===== src/rtl/ram_stream_reader.sv =====
// ram_stream_reader: burst reader that absorbs RAM read latency and streams words out through a credit-limited FIFO.
module ram_stream_reader #(
   parameter int DW = 8,
   parameter int MD = 1024,
   parameter int AW = $clog2(MD),
   parameter int RD_LAT = 2,
   parameter int FIFO_DEPTH = 4
) (
   input  logic          clk,
   input  logic          rst,
   input  logic          start,
   input  logic [AW-1:0] base_adr,
   input  logic [AW:0]   len,
   output logic          busy,
   output logic          done,
   output logic          ram_clk_en,
   output logic          ram_rd,
   output logic [AW-1:0] ram_adr,
   input  logic [DW-1:0] ram_dat,
   output logic          out_vld,
   input  logic          out_rdy,
   output logic [DW-1:0] out_dat,
   output logic          out_last
);
   localparam int PW = $clog2(FIFO_DEPTH);
   localparam int CW = $clog2(FIFO_DEPTH + RD_LAT + 1);
   if (RD_LAT < 1 || RD_LAT > 2 || FIFO_DEPTH < RD_LAT + 1)
      $error("ram_stream_reader: illegal RD_LAT/FIFO_DEPTH combination");
   typedef enum logic [1:0] {IDLE, ISSUE, DRAIN} state_t;
   state_t state, state_nx;
   logic [AW:0] len_q, iss_cnt, pop_cnt;
   logic [RD_LAT-1:0] sr;
   logic [DW-1:0] mem [FIFO_DEPTH];
   logic [PW-1:0] wp, rp;
   logic [CW-1:0] cnt, infl;
   logic zero_done, accept, go, push, pop, fin;
   assign ram_clk_en = 1'b1;
   assign accept = start && state == IDLE && !done;
   assign go = accept && len != '0;
   assign infl = CW'($countones(sr));
   assign push = sr[RD_LAT-1];
   assign out_vld = cnt != '0;
   assign pop = out_vld && out_rdy;
   assign out_dat = mem[rp];
   assign out_last = out_vld && pop_cnt == len_q - (AW+1)'(1);
   always_comb begin
      ram_rd = state == ISSUE && infl + cnt < CW'(FIFO_DEPTH);
      fin = state == DRAIN && pop && out_last;
      state_nx = go ? ISSUE : ram_rd && iss_cnt + (AW+1)'(1) == len_q ? DRAIN : fin ? IDLE : state;
      done = zero_done || fin;
      busy = state != IDLE && !fin;
   end
   always_ff @(posedge clk)
      if (rst) begin
         state <= IDLE;
         zero_done <= 1'b0;
         len_q <= '0;
         iss_cnt <= '0;
         pop_cnt <= '0;
         ram_adr <= '0;
         sr <= '0;
         wp <= '0;
         rp <= '0;
         cnt <= '0;
      end else begin
         state <= state_nx;
         zero_done <= accept && len == '0;
         if (go) begin
            len_q <= len;
            iss_cnt <= '0;
            pop_cnt <= '0;
            ram_adr <= base_adr;
         end else begin
            if (ram_rd) begin
               iss_cnt <= iss_cnt + (AW+1)'(1);
               ram_adr <= ram_adr == AW'(MD - 1) ? '0 : ram_adr + AW'(1);
            end
            if (pop) pop_cnt <= pop_cnt + (AW+1)'(1);
         end
         sr <= RD_LAT'({sr, ram_rd});
         if (push) wp <= wp == PW'(FIFO_DEPTH - 1) ? '0 : wp + PW'(1);
         if (pop) rp <= rp == PW'(FIFO_DEPTH - 1) ? '0 : rp + PW'(1);
         cnt <= cnt + CW'(push) - CW'(pop);
      end
   always_ff @(posedge clk)
      if (rst) for (int i = 0; i < FIFO_DEPTH; i++) mem[i] <= '0;
      else if (push) mem[wp] <= ram_dat;
   always_ff @(posedge clk)
      if (!rst && push && !pop) assert (cnt < CW'(FIFO_DEPTH));
endmodule

===== config.mk =====
export PLATFORM = sky130hd
export DESIGN_NAME = ram_stream_reader
export DESIGN_NICKNAME = d
export VERILOG_FILES = /design/src/rtl/ram_stream_reader.sv
export SDC_FILE = /design/constraint.sdc
export NUM_CORES = 1
export LEC_CHECK = 0
export CORE_ASPECT_RATIO = 0.5
export CORE_MARGIN = 3
export CORE_UTILIZATION = 56
export DETAILED_ROUTE_END_ITERATION = 16
export GPL_TIMING_DRIVEN = 1
export PLACE_DENSITY = 0.86
export SLEW_MARGIN = 30
export SYNTH_ARGS = -nofsm -noshare
export SYNTH_HDL_FRONTEND = slang
export SYNTH_SLANG_ARGS = --single-unit

===== constraint.sdc =====
create_clock -name clk -period 3.3 [get_ports clk]
set_clock_uncertainty 0.1 [all_clocks]
set_input_delay 0.66 -clock clk [delete_from_list [all_inputs] [get_ports clk]]
set_output_delay 0.66 -clock clk [all_outputs]
set_load 0.02 [all_outputs]

==> results of run 1 <==
through the flow:
stage / utilization [%] / TNS, ns / hold WS, ns / setup slack (ns)
finish: 71.0 / 0 / 0.378 / 0.0538
global route: 71.0 / -0.153 / 0.392 / -0.0858
CTS: 70.6 / 0 / 0.377 / 0.0111
detailed placement: 67.1 / -0.0514 / 0.369 / -0.0480
global placement: 67.1 / 0 / 0.360 / 0.0475
floorplan: - / 0 / 0.345 / 0.236
path summary, 6_finish.rpt:
check,slack [ns],end,from,depth (start not counted)
max,0.05,done,len_q[1],11
min,0.38,sr[1],sr[0],1
max reg2reg,0.56,cnt[2],cnt[1],12
min reg2reg,0.38,sr[1],sr[0],1
cell type report:
cell class	instances	area [sq um]	share of cell area, %
clock buffer	11	233	4.04
clock inverter	5	40.0	0.695
inverter	11	41.3	0.717
multi-input combinational	361	2500	43.4
sequential	89	2110	36.6
tap	112	140	2.43
timing repair buffer	76	702	12.2
sequential cells by signal (all words and copies together) (netlist names), named ones only:
signal and cells:
sr 2, pop_cnt 11, wp 2, iss_cnt 11, len_q 11, state 2, rp 2, zero_done 1
ram_adr 10, cnt 3, mem 32
cells in the final DEF (no fill, tap or decap), drive strengths merged, types with 3 or more instances in the layout:
cell type,synthesis,final
clkbuf,10,11
a21oi,28,28
nor4,5,5
xnor2,20,20
a2111oi,3,3
xor2,30,30
o21ai,11,11
nor2,47,47
dfxtp,57,57
nand4,15,15
and3,6,6
o211ai,3,3
nor3b,7,7
ha,9,9
clkdlybuf4s50,0,52
mux2i,3,3
mux4,8,8
nor2b,6,6
nor3,17,17
edfxtp,32,32
or3,8,8
or2,3,3
nand3,14,14
a211oi,7,7
clkinvlp,0,3
and2,34,34
nand2,40,40
nand2b,7,7
inv,11,13
buf,18,23
cells by family after synthesis:
kind of cell,count (synthesis)
xor gates and xnor gates,50
and+or+nand+nor,215
other,1
adders and majority gates,10
AOI/OAI and AO/OA,74
DFF,89
buffers and inverters,39
muxes,11
critical path: stages, from the launching register on:
cell and delay, ns:
dfxtp_2 0.33, inv_1 0.06, ha_4 0.18, buf_4 0.14
nand2b_1 0.15, o211a_1 0.15, o31a_1 0.27, a211oi_2 0.16
nand4_1 0.20, buf_4 0.21, o21bai_1 0.13, buf_4 0.16
routing by layer:
layer	share of wire [%]	global-route usage, %	routed length (um)
met1	44	29.6	4740
met2	49	38.7	5290
met3	5.5	6.04	599
met4	2.0	6.15	212
met5	0	0	0
what timing repair did:
item,CTS,global route
setup endpoints to repair,3,3
setup buffers,1,0
pin swaps,1,10
gates resized for setup,16,9
power by group:
group / leakage (nW) / internal (mW) / total (mW) / switching (mW)
Combinational: 1.22 / 0.347 / 0.709 / 0.362
Clock: 0.123 / 0.516 / 0.948 / 0.432
Sequential: 0.797 / 1.21 / 1.30 / 0.0912
Total: 2.14 / 2.07 / 2.96 / 0.885
==> flow_summary.json, run 1 <==
{
  "antenna_left": 0,
  "synth-warning-count": 0,
  "result_of_the_run": "completed",
  "cp_max_fo": 4,
  "drive_above_1_share_pct": 12.8,
  "synthFlopType": "dfxtp_1",
  "postSynthCellCount": 489,
  "clock_h_tree_levels": 3,
  "number_of_global_route_vias_before_repair": 3606,
  "largest_family_of_logic_cells_by_synthesized_area": "simple AND/OR/NAND/NOR gates",
  "synth.avg_cell_area_sq_um": 9.70,
  "clockBufferDepth": 2,
  "drcViolationCount": 0,
  "synth_top_area_cell": "dfxtp_1",
  "synth_top_cell_area_share_pct": 24.1,
  "finalSetupViolCount": 0,
  "yosysMostFrequentCell": "dfxtp_1",
  "synth_xor_area_share_pct": 9.23,
  "globalRouteTotalUtil_pct": 22.9,
  "leakagePower_nw": 2.14,
  "dp.cells": 648,
  "worst_slew_margin_pct": 65.8,
  "total_vias_in_the_final_route": 3817,
  "min_period_over_period_pct": 98.4,
  "placement.io_buffers": 55,
  "unrepaired_setup_endpoints_after_global_routing": "yes",
  "cts_root_buffer": "clkbuf_16",
  "syn-cell-area_sq_um": 4740,
  "routed_wirelength_mm": 10.8,
  "power_mw": 2.96,
  "clk_pin_slew_worst_paths_ns": 0.06,
  "finalWeightedCongestion": 0.879,
  "floorplan.die.width_um": 136,
  "io_pins": 57,
  "clock_sinks": 89,
  "synth-compound-area-share_pct": 10.3,
  "postSynthRegisterBits": 89,
  "hold_viol": 0,
  "tritoncts": "yes",
  "synth_simple_gate_area_share_pct": 25.0,
  "fin_nets": 591,
  "clk-insertion-delay-late_ns": 0.35,
  "synth_fa_ha_area_share_pct": 2.80,
  "final_max_slew_viol_count": 0,
  "first_pass_grt_wire_length_mm": 17.4,
  "chipHeight_um": 71.1,
  "timing.hold.worst.class": "reg2reg",
  "synth_common_cells": "dfxtp_1 (57), nor2_1 (47), nand2_1 (40)",
  "start_util_pct": 58.5,
  "initial_antenna_violation_count": 0,
  "die_area_sq_um": 9680,
  "placement_rows": 23,
  "n_antenna_cell": 0,
  "fin_area_sq_um": 5760,
  "grt_overflow": 0,
  "muxShareOfSynthArea_pct": 4.43,
  "fin_crit_ns": 3.25,
  "viasPerCell": 5.74,
  "wire_per_inst_um": 16.3,
  "worst-endpoint-arrival_ns": 2.49,
  "drt_first_iter_violations": 264,
  "worst-setup-path-type": "reg2out",
  "async_flop_share_pct": 0,
  "powerDensity_nw_per_um2": 513,
  "placedInstanceArea_sq_um": 5440,
  "coreArea_sq_um": 8120,
  "syn-num-nets": 532,
  "synth_enable_flop_cells": 32,
  "cts-buffers-inserted": 9,
  "syn_to_final_growth_pct": 21.4,
  "power.ir.vdd_worst_v": 0.000312,
  "drv_cap": 0,
  "setup.worst_path.end_class": "output pin",
  "hold_buffers": 0,
  "netlist_top_cells_area": "dfxtp_1 (24%), edfxtp_1 (20%), xor2_1 (5.5%)",
  "max_freq_mhz": 308,
  "post_route_insts_no_fill": 665,
  "worstSetupStartpointType": "flop",
  "hpwl_mm": 7.66,
  "worstMarginPinSlew_ns": 0.500,
  "cp.required_ns": 2.54,
  "drt_pre_antenna_iters": 5,
  "ys_types": 67,
  "number_of_fillers_in_the_final_layout": 605,
  "maximum_number_of_pins_on_one_net_before_global_route_repair": 40,
  "synth.yosys.seq_area_share_pct": 44.3
}
No activity file was read; power rests on OpenSTA's default activity.
==> run 2, diff against run 1 <==
--- a/config.mk
+++ b/config.mk
@@ -8,6 +8,7 @@
 export CORE_ASPECT_RATIO = 0.5
 export CORE_MARGIN = 3
 export CORE_UTILIZATION = 56
+export CTS_CLUSTER_DIAMETER = 50
 export DETAILED_ROUTE_END_ITERATION = 16
 export GPL_TIMING_DRIVEN = 1
 export PLACE_DENSITY = 0.86
==> results of run 2 <==
The final DEF is identical to that of run 1; final timing and power are the same.
